$ cat config.mk
export PLATFORM = sky130hd
export DESIGN_NAME = memory_arbiter
export DESIGN_NICKNAME = d
export VERILOG_FILES = /design/src/rtl/memory_arbiter.sv
export SDC_FILE = /design/constraint.sdc
export NUM_CORES = 1
export LEC_CHECK = 0
export BUFFER_PORTS_ARGS = -buffer_cell sky130_fd_sc_hd__buf_4
export CAP_MARGIN = 20
export CORE_ASPECT_RATIO = 0.7
export CORE_MARGIN = 2
export CORE_UTILIZATION = 50
export DETAILED_ROUTE_END_ITERATION = 6
export PLACE_DENSITY = 0.86
export SLEW_MARGIN = 20
export SYNTH_ARGS = -nofsm -noshare
export SYNTH_HDL_FRONTEND = slang
export SYNTH_SLANG_ARGS = --single-unit
$ cat constraint.sdc
create_clock -name clk -period 4.28 [get_ports clk]
set_clock_uncertainty 0.2 [all_clocks]
set_input_delay 0.214 -clock clk [delete_from_list [all_inputs] [get_ports clk]]
set_output_delay 0.214 -clock clk [all_outputs]
set_load 0.02 [all_outputs]
$ cat src/rtl/memory_arbiter.sv
// ============================================================================
//  memory_arbiter
//  Shares one memory port between fetch (F) and data (D) with NONSEQ/SEQ
//  transfer codes, 2-cycle response routing and a fetch anti-starvation run.
//  Revision: 1.0
// ============================================================================
`default_nettype none

module memory_arbiter #(
    parameter int MAX_DATA_RUN = 4
) (
    input  logic        clk,
    input  logic        n_reset,
    input  logic        f_req,
    input  logic [31:0] f_addr,
    input  logic        f_priv,
    output logic        f_gnt,
    output logic        f_rvalid,
    output logic [31:0] f_rdata,
    output logic        f_abort,
    input  logic        d_req,
    input  logic [31:0] d_addr,
    input  logic        d_write,
    input  logic [31:0] d_wdata,
    input  logic        d_size,
    input  logic        d_priv,
    output logic        d_gnt,
    output logic        d_rvalid,
    output logic [31:0] d_rdata,
    output logic        d_abort,
    output logic [31:0] addr,
    output logic [31:0] wdata,
    input  logic [31:0] rdata,
    input  logic        abort,
    output logic        write,
    output logic        size,
    output logic [1:0]  prot,
    output logic [1:0]  trans
);

    localparam int              C_CNT_W    = (MAX_DATA_RUN < 1) ? 1 : $clog2(MAX_DATA_RUN + 1);
    localparam logic [C_CNT_W-1:0] C_RUN_MAX = C_CNT_W'(MAX_DATA_RUN);
    localparam logic [1:0]      C_OWN_NONE = 2'd0;
    localparam logic [1:0]      C_OWN_F    = 2'd1;
    localparam logic [1:0]      C_OWN_D    = 2'd2;
    localparam logic [1:0]      C_IDLE     = 2'b00;
    localparam logic [1:0]      C_NONSEQ   = 2'b10;
    localparam logic [1:0]      C_SEQ      = 2'b11;

    logic [C_CNT_W-1:0] run_cnt_q, run_cnt_d;
    logic [31:0]        addr_q, addr_d;
    logic [31:0]        wdata_q, wdata_d;
    logic               write_q, write_d;
    logic               size_q, size_d;
    logic [1:0]         prot_q, prot_d;
    logic [1:0]         trans_q, trans_d;
    logic [1:0]         last_owner_q, last_owner_d;
    logic [31:0]        last_addr_q, last_addr_d;
    logic               p1_valid_q, p1_valid_d;
    logic               p1_is_d_q, p1_is_d_d;
    logic               p2_valid_q, p2_valid_d;
    logic               p2_is_d_q, p2_is_d_d;
    logic [31:0]        f_rdata_q, f_rdata_d;
    logic [31:0]        d_rdata_q, d_rdata_d;

    logic [1:0]         w_win_owner;
    logic [31:0]        w_win_addr;
    logic               w_any_gnt;
    logic               w_seq;

    // Data wins conflicts until it has taken MAX_DATA_RUN grants in a row
    // against a waiting fetch; the counter saturates, so >= is the force point.
    always_comb begin
        f_gnt = f_req && (!d_req || (run_cnt_q >= C_RUN_MAX));
        d_gnt = d_req && !f_gnt;
    end

    always_comb begin
        w_any_gnt   = f_gnt || d_gnt;
        w_win_owner = d_gnt ? C_OWN_D : C_OWN_F;
        w_win_addr  = d_gnt ? d_addr : f_addr;
        w_seq       = (w_win_owner == last_owner_q) &&
                      (w_win_addr == last_addr_q + 32'd1) &&
                      (trans_q != C_IDLE);

        run_cnt_d = run_cnt_q;
        if (!f_req || f_gnt) begin
            run_cnt_d = '0;
        end else if (d_gnt && (run_cnt_q < C_RUN_MAX)) begin
            run_cnt_d = run_cnt_q + C_CNT_W'(1);
        end

        addr_d       = addr_q;
        wdata_d      = wdata_q;
        size_d       = size_q;
        prot_d       = prot_q;
        write_d      = 1'b0;
        trans_d      = C_IDLE;
        last_owner_d = C_OWN_NONE;
        last_addr_d  = last_addr_q;
        if (d_gnt) begin
            addr_d  = d_addr;
            wdata_d = d_wdata;
            write_d = d_write;
            size_d  = d_size;
            prot_d  = {d_priv, 1'b1};
        end else if (f_gnt) begin
            addr_d  = f_addr;
            size_d  = 1'b1;
            prot_d  = {f_priv, 1'b0};
        end
        if (w_any_gnt) begin
            trans_d      = w_seq ? C_SEQ : C_NONSEQ;
            last_owner_d = w_win_owner;
            last_addr_d  = w_win_addr;
        end

        p1_valid_d = w_any_gnt;
        p1_is_d_d  = d_gnt;
        p2_valid_d = p1_valid_q;
        p2_is_d_d  = p1_is_d_q;

        f_rdata_d = f_rdata;
        d_rdata_d = d_rdata;
    end

    // Responses follow the owner two stages down the pipeline; the idle side
    // keeps presenting the last data it was given.
    always_comb begin
        f_rvalid = p2_valid_q && !p2_is_d_q;
        d_rvalid = p2_valid_q && p2_is_d_q;
        f_rdata  = f_rvalid ? rdata : f_rdata_q;
        d_rdata  = d_rvalid ? rdata : d_rdata_q;
        f_abort  = f_rvalid && abort;
        d_abort  = d_rvalid && abort;
        addr     = addr_q;
        wdata    = wdata_q;
        write    = write_q;
        size     = size_q;
        prot     = prot_q;
        trans    = trans_q;
    end

    always_ff @(posedge clk or negedge n_reset) begin
        if (!n_reset) begin
            run_cnt_q    <= '0;
            addr_q       <= '0;
            wdata_q      <= '0;
            write_q      <= 1'b0;
            size_q       <= 1'b0;
            prot_q       <= '0;
            trans_q      <= C_IDLE;
            last_owner_q <= C_OWN_NONE;
            last_addr_q  <= '0;
            p1_valid_q   <= 1'b0;
            p1_is_d_q    <= 1'b0;
            p2_valid_q   <= 1'b0;
            p2_is_d_q    <= 1'b0;
            f_rdata_q    <= '0;
            d_rdata_q    <= '0;
        end else begin
            run_cnt_q    <= run_cnt_d;
            addr_q       <= addr_d;
            wdata_q      <= wdata_d;
            write_q      <= write_d;
            size_q       <= size_d;
            prot_q       <= prot_d;
            trans_q      <= trans_d;
            last_owner_q <= last_owner_d;
            last_addr_q  <= last_addr_d;
            p1_valid_q   <= p1_valid_d;
            p1_is_d_q    <= p1_is_d_d;
            p2_valid_q   <= p2_valid_d;
            p2_is_d_q    <= p2_is_d_d;
            f_rdata_q    <= f_rdata_d;
            d_rdata_q    <= d_rdata_d;
        end
    end

endmodule

`default_nettype wire

# Word-level counts from Yosys, hierarchy flattened

Cells that the tools add are included.
W data, S select, Z words.

Output and inout port bits: 140
Register bits: 175
Logic and storage cells: 56

Reduce and logical (&&, ||, !) cells: 19
Equal/unequal tests: 2
Mux-type cells: 16
Order comparisons: 2
$add $sub $neg: 2

Operators with widths:

| operator                | count |
|---|---|
| $mux W32                | 5 |
| $add A32 B1 Y32 const B | 1 |
| $eq A32 B32 Y1          | 1 |
| $mux W2                 | 5 |
| $logic_and A1 B1 Y1     | 9 |
| $mux W3                 | 2 |
| $reduce_bool A2 Y1      | 3 |
| $logic_not A1 Y1        | 4 |
| $mux W1                 | 4 |
| $add A3 B1 Y3 const B   | 1 |
| $ge A3 B3 Y1 const B    | 1 |
| $logic_or A1 B1 Y1      | 3 |
| $lt A3 B3 Y1 const B    | 1 |
| $eq A2 B2 Y1            | 1 |

# Longest topological paths before layout

Gate-level depths: netlist of the first run.

Word-level depth: 11
Mapped depth: 12

# Least setup slack after synthesis of the first run

Ideal clock, no wire load.

Path kind: reg-to-reg
From: register, netlist name addr[5]
To: register trans_q[0], in the netlist trans[0]
Setup slack: 1.326 ns
Clock period less this slack: 2.954 ns
Arrival: 2.643 ns
Library setup time: 0.111 ns
Data required time: 3.969 ns
Path buffers: 0
Cell stages (with the launch flop): 9
Cell sequence: dfrtp_1 -> nand3_1 -> or4_1 -> or3_1 -> o211a_1 -> nor3_1 -> a21oi_1 -> or4_1 -> a2111oi_2

RTL lines:

| what                 | line | source |
|---|---|---|
| end signal, assigned | 168  | `trans_q <= trans_d;` |
| end, declared        | 56   | `logic [1:0] trans_q, trans_d;` |

# Worst setup path after layout of the first run

From: input f_req
To: register trans_q[0], in the netlist trans[0]

Longest elaborated chain between the ends: 9
Elaborated cells between the ends (all ways): 12
Those cells by class: eq/ne: 2; mux: 4; reduce/logical: 6

Ends and longest elaborated chain:

| what                                           | line   | source |
|---|---|---|
| start, declared                                | 14     | `input logic f_req,` |
| $logic_and A1 B1 Y1 *                          | 74     | `f_gnt = f_req && (!d_req \|\| (run_cnt_q >= C_RUN_MAX));` |
| $logic_not A1 Y1                               | 75     | `d_gnt = d_req && !f_gnt;` |
| $logic_and A1 B1 Y1                            | 75     |  |
| $mux W32 or $mux W2 (tied branches)            | 81, 80 |  |
| $eq A32 B32 Y1 or $eq A2 B2 Y1 (tied branches) | 83, 82 |  |
| $logic_and A1 B1 Y1                            | 82     | `w_seq = (w_win_owner == last_owner_q) &&` |
| $logic_and A1 B1 Y1                            | 83     | `(w_win_addr == last_addr_q + 32'd1) &&` |
| $mux W1                                        | 113    | `trans_d = w_seq ? C_SEQ : C_NONSEQ;` |
| $mux W2 *                                      | 112    | `if (w_any_gnt) begin` |
| via trans_d[0]                                 | 56     |  |

The timed path passes the listed nets; every way through them passes the cells marked *.
A chain may end at the register's enable or synchronous reset.

==> results of run 1 <==
routing by layer:
metal	GRT usage, %	part of all wire, %
met5	0	0
met1	39.2	39
met2	55.0	50
met4	11.2	3.1
met3	9.45	7.6
metrics by stage:
step | power (mW) | instances | hold slack (ps) | instance area [um2]
finish | 4.19 | 1276 | 10.2 | 10900
global route | 4.37 | 1276 | 23.6 | 10900
CTS | 4.16 | 1274 | 1.19 | 10800
detailed placement | 2.58 | 1112 | 8.34 | 8910
global placement | 2.56 | 1112 | 1.94 | 8910
floorplan | 2.12 | 694 | -282 | 6700
sequential cells by signal (all words and copies together), names as in the netlist, 2 cells and up:
signal        cells
prot              2
last_owner_q      2
run_cnt_q         3
wdata            32
d_rdata_q        32
addr             32
f_rdata_q        32
area by class of cell:
cell class                      count  area (um2)
Clock buffer                       18         429
Clock inverter                     13         156
Fill cell                         740        2280
Inverter                           10        37.5
Multi-Input combinational cell    510        2980
Sequential cell                   142        3550
Tap cell                          166         208
Timing Repair Buffer              417        3490
repair_timing:
action / CTS / global route
resized for setup: 0 / 0
buffers inserted: 0 / 0
hold endpoints to repair: 186 / 0
hold buffers: 131 / 0
placed cells by master (no fill, tap or decap), drive strengths merged, types with 3 or more instances in the layout:
cell type,instances
mux2,33
nand4,6
dfrtp,142
nand2,234
buf,286
clkbuf,18
nor3,11
nor2,33
mux2i,50
clkinv,5
dlygate4sd3,131
nand3,14
inv,14
a21oi,19
nor4,5
xnor2,31
xor2,14
or4,3
o21ai,24
nand2b,4
a31oi,3
power by group:
group / switching (mW) / internal, mW / total, mW
registers: 0.104 / 1.49 / 1.59
logic: 0.604 / 0.536 / 1.14
clock network: 0.594 / 0.870 / 1.46
worst max-delay path: cells and delay by family:
family	cells	cell delay, ps
buffers and inverters	4	1370
AND/OR/NAND/NOR	4	960
AO/OA/AOI/OAI	4	560
multiplexers	1	380
logic make-up after synthesis:
group                    Yosys count
AO/OA/AOI/OAI                     57
XOR/XNOR                          45
adder cells (fa/ha/maj)            3
buffers and inverters             42
flip-flops                       142
multiplexers                      83
AND/OR/NAND/NOR                  322
final timing paths:
check,startpoint,end
setup / recovery,f_req,trans[0]
hold / removal,f_addr[14],addr[14]
setup reg to reg,addr[5],trans[0]
hold reg to reg,p1_is_d_q,p2_is_d_q
max in group asynchronous,n_reset,d_rdata_q[5]
min in group asynchronous,n_reset,d_rdata_q[11]
==> impl_metrics.prom, run 1 <==
# TYPE chip_impl_metric gauge
chip_impl_metric{name="grt_first_pass_wirelength",unit="um"} 35700
chip_impl_metric{name="area_of_the_die",unit="um2"} 14400
chip_impl_metric{name="period_utilisation_layout",unit="%"} 79.1
chip_impl_metric{name="post_route_cells_drive_above_1_share",unit="%"} 31.9
chip_impl_metric{name="grt_antenna_before_repair",unit=""} 0
chip_impl_info{name="critPathKind",value="input pin to register"} 1
chip_impl_metric{name="syn_to_final_growth",unit="%"} 61.9
chip_impl_metric{name="place_worst_setup_slack",unit="ps"} 927
chip_impl_metric{name="synth_compound_area_share",unit="%"} 4.95
chip_impl_metric{name="mux_cell_area_share_after_synthesis",unit="%"} 13.0
chip_impl_metric{name="synth_area_per_cell",unit="um2"} 9.66
chip_impl_metric{name="io_buffer_count",unit=""} 276
chip_impl_metric{name="max_frequency",unit="MHz"} 295
chip_impl_metric{name="total_leakage_power",unit="nW"} 5.39
chip_impl_metric{name="clock_sinks",unit=""} 142
chip_impl_metric{name="synth_xor_xnor_area_share",unit="%"} 5.88
chip_impl_metric{name="netlist_instances",unit=""} 694
chip_impl_info{name="crit_path_top_delay_cell",value="sky130_fd_sc_hd__dlygate4sd3_1"} 1
chip_impl_metric{name="std_cell_rows",unit=""} 35
chip_impl_metric{name="design.core.area",unit="um2"} 13100
chip_impl_metric{name="report.final.hold_viol_count",unit=""} 0
chip_impl_metric{name="ios",unit=""} 277
chip_impl_info{name="worstPathCellList",value="dlygate4sd3_1 -> buf_4 -> nand2_1 -> nand2_1 -> inv_2 -> buf_4 -> mux2i_1 -> and3b_1 -> o21ai_0 -> o21ai_0 -> a21oi_1 -> or4_1 -> a2111oi_2"} 1
chip_impl_metric{name="worst_skew_pair.late_latency",unit="ps"} 410
chip_impl_info{name="area_leader_netlist",value="sky130_fd_sc_hd__dfrtp_1"} 1
chip_impl_metric{name="sum_of_overflow_across_all_layers_after_global_routing",unit=""} 0
chip_impl_metric{name="setup_viol",unit=""} 0
chip_impl_metric{name="regToRegSetupSlack",unit="ps"} 920
chip_impl_metric{name="power_density",unit="nW/um2"} 386
chip_impl_metric{name="required",unit="ps"} 4380
chip_impl_info{name="clock_tree.root_cell",value="sky130_fd_sc_hd__clkbuf_16"} 1
chip_impl_metric{name="final_period_minus_worst_setup_slack",unit="ps"} 3390
chip_impl_metric{name="synth_seq_area_share",unit="%"} 53.0
chip_impl_metric{name="synthesis.nets",unit=""} 833
chip_impl_metric{name="routed_wirelength",unit="um"} 23300
chip_impl_metric{name="die_width",unit="um"} 142
chip_impl_metric{name="edff_count_synth",unit=""} 0
chip_impl_info{name="synth_commonest_cells",value="sky130_fd_sc_hd__nand2_1 (234), sky130_fd_sc_hd__dfrtp_1 (142), sky130_fd_sc_hd__mux2i_1 (50)"} 1
chip_impl_metric{name="timing_worst_slew_pin_value",unit="ps"} 737
chip_impl_info{name="end_kind",value="register"} 1
chip_impl_metric{name="grt_start_max_net_pins",unit=""} 56
chip_impl_metric{name="dr_total_vias",unit=""} 6819
chip_impl_metric{name="synth_area_in_adders",unit="%"} 0.523
chip_impl_metric{name="gpl_congestion",unit=""} 0.896
chip_impl_metric{name="ctsLongestPathBuffers",unit=""} 2
chip_impl_metric{name="netlist.area_leader.share",unit="%"} 53.0
chip_impl_metric{name="yosys_warnings",unit=""} 0
chip_impl_metric{name="drc_errors_left",unit=""} 0
chip_impl_metric{name="drt_iter0_markers",unit=""} 442
chip_impl_info{name="synth_ff_type",value="sky130_fd_sc_hd__dfrtp_1"} 1
chip_impl_metric{name="relSlewSlack",unit="%"} 50.4
chip_impl_metric{name="vdd.ir_drop.worst",unit="mV"} 0.313
chip_impl_metric{name="detail_route.first_pass.iterations",unit=""} 5
chip_impl_metric{name="detail_route.wl_per_cell",unit="um"} 18.2
chip_impl_metric{name="cp_max_fo",unit=""} 13
chip_impl_metric{name="setup_slack",unit="ps"} 893
chip_impl_info{name="critical_path.startpoint_type",value="input pin"} 1
chip_impl_metric{name="critical-path-max-stage-delay",unit="ps"} 550
chip_impl_metric{name="syn-cell-area",unit="um2"} 6700
chip_impl_metric{name="critical_path_arrival",unit="ps"} 3490
chip_impl_metric{name="yosys_register_bits",unit=""} 142
chip_impl_metric{name="cts-buffers-inserted",unit=""} 17
chip_impl_metric{name="hold_depth",unit=""} 3
chip_impl_info{name="worstHoldPathType",value="input pin to register"} 1
chip_impl_metric{name="netlist-cell-type-count",unit=""} 45
chip_impl_metric{name="chipHeight",unit="um"} 101
chip_impl_metric{name="grt_util_all_layers",unit="%"} 32.1
chip_impl_metric{name="synth-simple-area-share",unit="%"} 20.1
chip_impl_info{name="post_synth_main_area_contributors",value="sky130_fd_sc_hd__dfrtp_1 (53%), sky130_fd_sc_hd__nand2_1 (13%), sky130_fd_sc_hd__mux2i_1 (7.5%)"} 1
chip_impl_metric{name="reg2reg_depth",unit=""} 7
chip_impl_info{name="grt_setup_unrepaired",value="no"} 1
chip_impl_metric{name="asyncSetResetFlopFracSynth",unit="%"} 100
chip_impl_info{name="yosys.cell_count.top_type",value="sky130_fd_sc_hd__nand2_1"} 1
chip_impl_metric{name="cts.clk_slew.worst_paths",unit="ps"} 60
chip_impl_info{name="status",value="completed"} 1
chip_impl_metric{name="max-cap-violations",unit=""} 0
chip_impl_info{name="cts_tree",value="yes"} 1
chip_impl_metric{name="hpwl",unit="um"} 13700
chip_impl_metric{name="maxSlewViolCount",unit=""} 0
chip_impl_metric{name="final.setup.tns",unit="ps"} 0
chip_impl_info{name="combinational_family_with_the_most_area_after_synthesis",value="simple AND/OR/NAND/NOR gates"} 1
chip_impl_metric{name="antenna_cells_inserted",unit=""} 0
chip_impl_metric{name="nNetsFinal",unit=""} 1237
chip_impl_metric{name="vias_in_the_first_global_route",unit=""} 6928
chip_impl_metric{name="final_util",unit="%"} 82.6
chip_impl_metric{name="route.detailed.vias_per_inst",unit=""} 5.34
chip_impl_metric{name="start_util",unit="%"} 51.0
chip_impl_metric{name="drt.antenna.violating_nets",unit=""} 0
chip_impl_metric{name="clock_tree.htree_level_count",unit=""} 4
No activity file was read; power rests on OpenSTA's default activity.
==> run 2: changes to the inputs <==
CORE_UTILIZATION = 49   (was 50)
PLACE_DENSITY = 0.84   (was 0.86)
clock period = 3.2 ns   (was 4.28 ns; I/O delays follow)
==> impl_metrics.prom, run 2 (synthesis results as in run 1) <==
# TYPE chip_impl_metric gauge
chip_impl_metric{name="grt_first_pass_wirelength",unit="um"} 36500
chip_impl_metric{name="critical_path_arrival",unit="ps"} 3160
chip_impl_metric{name="dpl-instance-area",unit="um2"} 9050
chip_impl_metric{name="drt.antenna.violating_nets",unit=""} 0
chip_impl_metric{name="total_leakage_power",unit="nW"} 5.48
chip_impl_metric{name="drc_errors_left",unit=""} 0
chip_impl_metric{name="relSlewSlack",unit="%"} 50.9
chip_impl_metric{name="detail_route.first_pass.iterations",unit=""} 5
chip_impl_metric{name="max_frequency",unit="MHz"} 326
chip_impl_metric{name="max-cap-violations",unit=""} 0
chip_impl_metric{name="vias_in_the_first_global_route",unit=""} 7089
chip_impl_metric{name="chipHeight",unit="um"} 102
chip_impl_metric{name="ctsLongestPathBuffers",unit=""} 2
chip_impl_metric{name="timing_worst_slew_pin_value",unit="ps"} 737
chip_impl_metric{name="power_density",unit="nW/um2"} 520
chip_impl_info{name="grt_setup_unrepaired",value="no"} 1
chip_impl_metric{name="grt_util_all_layers",unit="%"} 32.3
chip_impl_info{name="worstSetupStartpoint",value="addr[7]"} 1
chip_impl_metric{name="sum_of_overflow_across_all_layers_after_global_routing",unit=""} 0
chip_impl_metric{name="cp_max_fo",unit=""} 7
chip_impl_info{name="min_from",value="f_addr[20]"} 1
chip_impl_metric{name="routed_wirelength",unit="um"} 23900
chip_impl_metric{name="nNetsFinal",unit=""} 1251
chip_impl_metric{name="critical-path-max-stage-delay",unit="ps"} 590
chip_impl_metric{name="ios",unit=""} 277
chip_impl_metric{name="die_width",unit="um"} 144
chip_impl_metric{name="combined_area_of_the_multi_input_logic_cells",unit="um2"} 3010
chip_impl_info{name="most-common-layout-cells",value="sky130_fd_sc_hd__buf_4 (295), sky130_fd_sc_hd__nand2_1 (234), sky130_fd_sc_hd__dfrtp_1 (139)"} 1
chip_impl_metric{name="gpl_congestion",unit=""} 0.947
chip_impl_info{name="family_of_cells_with_the_greatest_summed_delay_on_the_critical_path",value="simple AND/OR/NAND/NOR gates"} 1
chip_impl_info{name="end_kind",value="register"} 1
chip_impl_metric{name="period_utilisation_layout",unit="%"} 95.8
chip_impl_metric{name="cts-buffers-inserted",unit=""} 17
chip_impl_metric{name="route.detailed.vias_per_inst",unit=""} 5.26
chip_impl_metric{name="final_util",unit="%"} 83.1
chip_impl_info{name="cts_tree",value="yes"} 1
chip_impl_metric{name="start_util",unit="%"} 50.5
chip_impl_metric{name="grt_antenna_before_repair",unit=""} 0
chip_impl_metric{name="setup_slack",unit="ps"} 135
chip_impl_metric{name="dr_total_vias",unit=""} 6887
chip_impl_metric{name="setup_viol",unit=""} 0
chip_impl_metric{name="clock_tree.htree_level_count",unit=""} 4
chip_impl_metric{name="post-place-cells",unit=""} 1144
chip_impl_info{name="worstHoldPathType",value="input pin to register"} 1
chip_impl_metric{name="postLayoutCellArea",unit="um2"} 11000
chip_impl_metric{name="place_worst_setup_slack",unit="ps"} 127
chip_impl_metric{name="drt_iter0_markers",unit=""} 441
chip_impl_metric{name="std_cell_rows",unit=""} 35
chip_impl_metric{name="final_period_minus_worst_setup_slack",unit="ps"} 3060
chip_impl_metric{name="cts.repair_timing.setup_buffer_count",unit=""} 0
chip_impl_metric{name="clock_sinks",unit=""} 142
chip_impl_metric{name="non_filler_cells_final",unit=""} 1309
chip_impl_metric{name="totalPowerFinal",unit="mW"} 5.73
chip_impl_metric{name="detail_route.wl_per_cell",unit="um"} 18.2
chip_impl_metric{name="final.setup.tns",unit="ps"} 0
chip_impl_metric{name="antenna_cells_inserted",unit=""} 0
chip_impl_metric{name="hpwl",unit="um"} 14500
chip_impl_metric{name="cts.clk_slew.worst_paths",unit="ps"} 60
chip_impl_metric{name="grt_start_max_net_pins",unit=""} 79
chip_impl_metric{name="fill_cells",unit=""} 731
chip_impl_metric{name="report.final.hold_viol_count",unit=""} 0
chip_impl_info{name="clock_tree.root_cell",value="sky130_fd_sc_hd__clkbuf_16"} 1
chip_impl_info{name="crit_path_top_delay_cell",value="sky130_fd_sc_hd__or4_4"} 1
chip_impl_metric{name="seqCellArea",unit="um2"} 3560
chip_impl_info{name="critPathKind",value="register to register"} 1
chip_impl_metric{name="syn_to_final_growth",unit="%"} 64.6
chip_impl_info{name="mostFrequentLayoutCell",value="sky130_fd_sc_hd__buf_4"} 1
chip_impl_info{name="r2r-start",value="addr[7]"} 1
chip_impl_metric{name="fin_worst_hold_slack",unit="ps"} 85.7
chip_impl_metric{name="worst_skew_pair.late_latency",unit="ps"} 400
chip_impl_metric{name="vdd.ir_drop.worst",unit="mV"} 0.404
chip_impl_info{name="worstPathCellList",value="nand3_2 -> or4_4 -> or3_1 -> o211a_1 -> nor3_1 -> a21oi_1 -> or4_1 -> a2111oi_2"} 1
chip_impl_metric{name="post_route_cells_drive_above_1_share",unit="%"} 33.0
chip_impl_metric{name="area_of_the_die",unit="um2"} 14600
chip_impl_metric{name="design.core.area",unit="um2"} 13300
chip_impl_info{name="status",value="completed"} 1
chip_impl_metric{name="required",unit="ps"} 3290
chip_impl_metric{name="worst-path-buf-inv",unit=""} 0
chip_impl_metric{name="maxSlewViolCount",unit=""} 0
chip_impl_metric{name="io_buffer_count",unit=""} 276
chip_impl_info{name="critical_path.startpoint_type",value="register"} 1
==> run 2: changes by cell type in the layout (fill, tap and decap cells not counted), sizes merged <==
cell | previous run | this run
inv | 14 | 15
dlygate4sd3 | 131 | 134
bufinv | 2 | 3
buf | 286 | 297
clkinv | 5 | 3
==> run 2: final timing paths <==
path	cells past startpoint	end	slack (ps)
max	8	trans[0]	140
min	3	addr[20]	90
max reg2reg	8	trans[0]	140
min reg2reg	0	p2_is_d_q	150
max in group asynchronous	3	f_rdata_q[9]	1820
min in group asynchronous	2	d_rdata_q[5]	130
==> run 2: metal layers <==
| layer | track usage, % | part of all wire, % | wire (um) | vias up |
|---|---|---|---|---|
| li1 | - | - | - | 3148 |
| met5 | 0 | 0 | 0 | - |
| met2 | 56.2 | 49 | 11800 | 369 |
| met3 | 9.14 | 9.2 | 2200 | 62 |
| met4 | 12.0 | 2.7 | 654 | 0 |
| met1 | 38.9 | 39 | 9230 | 3308 |
==> run 2: power breakdown <==
group | internal, mW | leakage, nW | switching [mW] | total [mW]
Sequential | 1.99 | 1.69 | 0.133 | 2.12
Clock | 1.24 | 0.290 | 0.809 | 2.05
Combinational | 0.731 | 3.49 | 0.827 | 1.56
==> run 2: layout make-up <==
class                   instances  area share [%]
inverters                      10           0.352
clock buffers                  18            3.89
well taps                     185            2.10
repair buffers                431            32.5
flip-flops and latches        142            32.2
clock inverters                13            1.61
multi-input cells             510            27.3
==> run 2: worst register-to-register path, delay by kind of cell (launching register included) <==
kind,cells,cell delay [ps]
DFF,1,470
and+or+nand+nor,5,1780
AOI/OAI and AO/OA,3,500
==> run 2: repair_timing <==
item | 4_1_cts | 5_1_grt
hold buffers | 134 | 0
hold endpoints to repair | 210 | 0
resized for setup | 0 | 9
endpoints found under the setup margin | 0 | 1
==> run 3: changes to the inputs <==
CORE_UTILIZATION = 50   (was 49)
CTS_BUF_LIST = sky130_fd_sc_hd__clkbuf_8   (was unset)
PLACE_DENSITY = 0.86   (was 0.84)
SKIP_CTS_REPAIR_TIMING = 1   (was unset)
==> impl_metrics.prom, run 3 (synthesis results as in run 1) <==
# TYPE chip_impl_metric gauge
chip_impl_metric{name="critical-path-max-stage-delay",unit="ps"} 620
chip_impl_info{name="status",value="completed"} 1
chip_impl_metric{name="cts.clk_slew.worst_paths",unit="ps"} 90
chip_impl_info{name="r2r-start",value="addr[10]"} 1
chip_impl_info{name="family_of_cells_with_the_greatest_summed_delay_on_the_critical_path",value="simple AND/OR/NAND/NOR gates"} 1
chip_impl_metric{name="grt_util_all_layers",unit="%"} 26.0
chip_impl_metric{name="fill_cells",unit=""} 764
chip_impl_metric{name="max-cap-violations",unit=""} 0
chip_impl_metric{name="std_cell_rows",unit=""} 35
chip_impl_info{name="clock_tree.root_cell",value="sky130_fd_sc_hd__clkbuf_8"} 1
chip_impl_metric{name="regToRegSetupSlack",unit="ps"} 70
chip_impl_metric{name="gpl_congestion",unit=""} 0.927
chip_impl_metric{name="grt_start_max_net_pins",unit=""} 87
chip_impl_metric{name="required",unit="ps"} 3330
chip_impl_metric{name="final.setup.tns",unit="ps"} 0
chip_impl_metric{name="io_buffer_count",unit=""} 276
chip_impl_metric{name="report.final.hold_viol_count",unit=""} 0
chip_impl_metric{name="grtUsageMet3",unit="%"} 7.60
chip_impl_metric{name="drc_errors_left",unit=""} 0
chip_impl_metric{name="hold_depth",unit=""} 3
chip_impl_metric{name="hpwl",unit="um"} 14200
chip_impl_info{name="critical_path.startpoint_type",value="register"} 1
chip_impl_metric{name="ctsLongestPathBuffers",unit=""} 2
chip_impl_metric{name="grt_first_pass_wirelength",unit="um"} 28900
chip_impl_metric{name="final_period_minus_worst_setup_slack",unit="ps"} 3130
chip_impl_info{name="mostFrequentLayoutCell",value="sky130_fd_sc_hd__buf_4"} 1
chip_impl_info{name="critical_path.reg2reg.endpoint",value="trans[0]"} 1
chip_impl_info{name="critPathKind",value="register to register"} 1
chip_impl_info{name="min_from",value="f_addr[20]"} 1
chip_impl_metric{name="cp_max_fo",unit=""} 6
chip_impl_metric{name="vias_in_the_first_global_route",unit=""} 5651
chip_impl_metric{name="design.core.area",unit="um2"} 13100
chip_impl_metric{name="timing_worst_slew_pin_value",unit="ps"} 820
chip_impl_metric{name="postLayoutCellArea",unit="um2"} 10800
chip_impl_metric{name="vdd.ir_drop.worst",unit="mV"} 0.318
chip_impl_info{name="worst_hold_path.endpoint",value="addr[20]"} 1
chip_impl_metric{name="worst-path-buf-inv",unit=""} 0
chip_impl_metric{name="totalPowerFinal",unit="mW"} 5.27
chip_impl_metric{name="clock_sinks",unit=""} 142
chip_impl_metric{name="routed_wirelength",unit="um"} 22900
chip_impl_info{name="worstPathCellList",value="nand4_2 -> or4_4 -> or3_1 -> o211a_1 -> nor3_1 -> a21oi_1 -> or4_1 -> a2111oi_2"} 1
chip_impl_metric{name="dr_total_vias",unit=""} 6711
chip_impl_info{name="most-common-layout-cells",value="sky130_fd_sc_hd__buf_4 (288), sky130_fd_sc_hd__nand2_1 (234), sky130_fd_sc_hd__dfrtp_1 (138)"} 1
chip_impl_metric{name="grt_antenna_before_repair",unit=""} 0
chip_impl_info{name="cts_tree",value="yes"} 1
chip_impl_info{name="end_kind",value="register"} 1
chip_impl_metric{name="met1_global_route_usage",unit="%"} 35.1
chip_impl_info{name="grt.busiest_layer",value="met2"} 1
chip_impl_metric{name="detail_route.wl_per_cell",unit="um"} 17.8
chip_impl_metric{name="max_frequency",unit="MHz"} 319
chip_impl_metric{name="nNetsFinal",unit=""} 1244
chip_impl_info{name="worstHoldPathType",value="input pin to register"} 1
chip_impl_metric{name="worst_skew_pair.late_latency",unit="ps"} 440
chip_impl_info{name="crit_path_top_delay_cell",value="sky130_fd_sc_hd__or4_4"} 1
chip_impl_metric{name="clock_tree.htree_level_count",unit=""} 4
chip_impl_metric{name="power_density",unit="nW/um2"} 488
chip_impl_metric{name="sum_of_overflow_across_all_layers_after_global_routing",unit=""} 0
chip_impl_info{name="grt_setup_unrepaired",value="no"} 1
chip_impl_metric{name="reg2reg_depth",unit=""} 8
chip_impl_metric{name="relSlewSlack",unit="%"} 45.3
chip_impl_metric{name="cts-buffers-inserted",unit=""} 17
chip_impl_metric{name="drt_iter0_markers",unit=""} 294
chip_impl_metric{name="syn_to_final_growth",unit="%"} 61.1
chip_impl_metric{name="use_met2",unit="%"} 41.6
chip_impl_metric{name="post_route_cells_drive_above_1_share",unit="%"} 32.9
chip_impl_metric{name="start_util",unit="%"} 51.0
chip_impl_metric{name="ios",unit=""} 277
chip_impl_metric{name="non_filler_cells_final",unit=""} 1283
chip_impl_metric{name="dpl-instance-area",unit="um2"} 8990
chip_impl_metric{name="period_utilisation_layout",unit="%"} 97.8
chip_impl_metric{name="die_width",unit="um"} 142
chip_impl_metric{name="maxSlewViolCount",unit=""} 0
chip_impl_metric{name="post-place-cells",unit=""} 1119
chip_impl_metric{name="drt.antenna.violating_nets",unit=""} 0
chip_impl_metric{name="detail_route.first_pass.iterations",unit=""} 5
chip_impl_metric{name="antenna_cells_inserted",unit=""} 0
chip_impl_metric{name="area_of_the_die",unit="um2"} 14400
chip_impl_metric{name="route.detailed.vias_per_inst",unit=""} 5.23
chip_impl_metric{name="total_leakage_power",unit="nW"} 5.39
chip_impl_metric{name="critical_path_arrival",unit="ps"} 3260
chip_impl_metric{name="setup_viol",unit=""} 0
chip_impl_metric{name="chipHeight",unit="um"} 101
==> run 3: cell count changes in the layout (fill, tap and decap cells not counted), moves of 2 or more <==
cell / previous run / this run
sky130_fd_sc_hd__clkinvlp_4: 2 / 0
sky130_fd_sc_hd__clkbuf_16: 17 / 0
sky130_fd_sc_hd__clkbuf_8: 0 / 17
sky130_fd_sc_hd__clkinv_4: 2 / 4
sky130_fd_sc_hd__inv_6: 5 / 3
sky130_fd_sc_hd__buf_4: 295 / 288
==> run 3: per-stage QoR <==
stage / utilization, % / setup WS [ps] / hold slack (ps)
global placement: 68.4 / 214 / 80.3
global route: 82.2 / 3.50 / 49.6
finish: 82.2 / 69.6 / 31.4
floorplan: - / 246 / -336
CTS: 71.8 / 96.4 / -399
detailed placement: 68.4 / 136 / 81.4
==> run 3: power breakdown <==
group | total (mW) | internal [mW] | switching [mW]
Combinational | 1.53 | 0.722 | 0.808
Sequential | 2.12 | 1.98 | 0.135
Clock | 1.62 | 0.865 | 0.751
Total | 5.27 | 3.57 | 1.69
==> run 3: final cells by class <==
| type | count | area [um2] | area share [%] |
|---|---|---|---|
| inverters | 10 | 37.5 | 0.348 |
| clock inverters | 14 | 208 | 1.92 |
| flip-flops and latches | 142 | 3560 | 33.0 |
| repair buffers | 424 | 3540 | 32.8 |
| clock buffers | 17 | 234 | 2.17 |
| well taps | 166 | 208 | 1.92 |
| multi-input cells | 510 | 3010 | 27.9 |
==> run 3: worst max path at each step <==
stage,startpoint,endpoint,slack (ps),depth (start not counted)
after floorplan,addr[5],trans[0],250,8
after global placement,addr[10],trans[0],210,8
after detailed placement,addr[11],trans[0],140,8
after CTS,addr[10],trans[0],100,8
after global routing,addr[10],trans[0],4,8
final,addr[10],trans[0],70,8
==> run 3: routing by layer <==
layer,up-vias,share of wire (%)
met5,-,0
met1,3203,40
met4,0,2.3
li1,3132,-
met2,331,49
met3,45,8.6
==> run 3: worst register-to-register path, cell delays in order (launching register included) <==
cell                        delay (ps)
sky130_fd_sc_hd__dfrtp_2           440
sky130_fd_sc_hd__nand4_2           230
sky130_fd_sc_hd__or4_4             620
sky130_fd_sc_hd__or3_1             410
sky130_fd_sc_hd__o211a_1           220
sky130_fd_sc_hd__nor3_1            160
sky130_fd_sc_hd__a21oi_1            50
sky130_fd_sc_hd__or4_1             430
sky130_fd_sc_hd__a2111oi_2         250
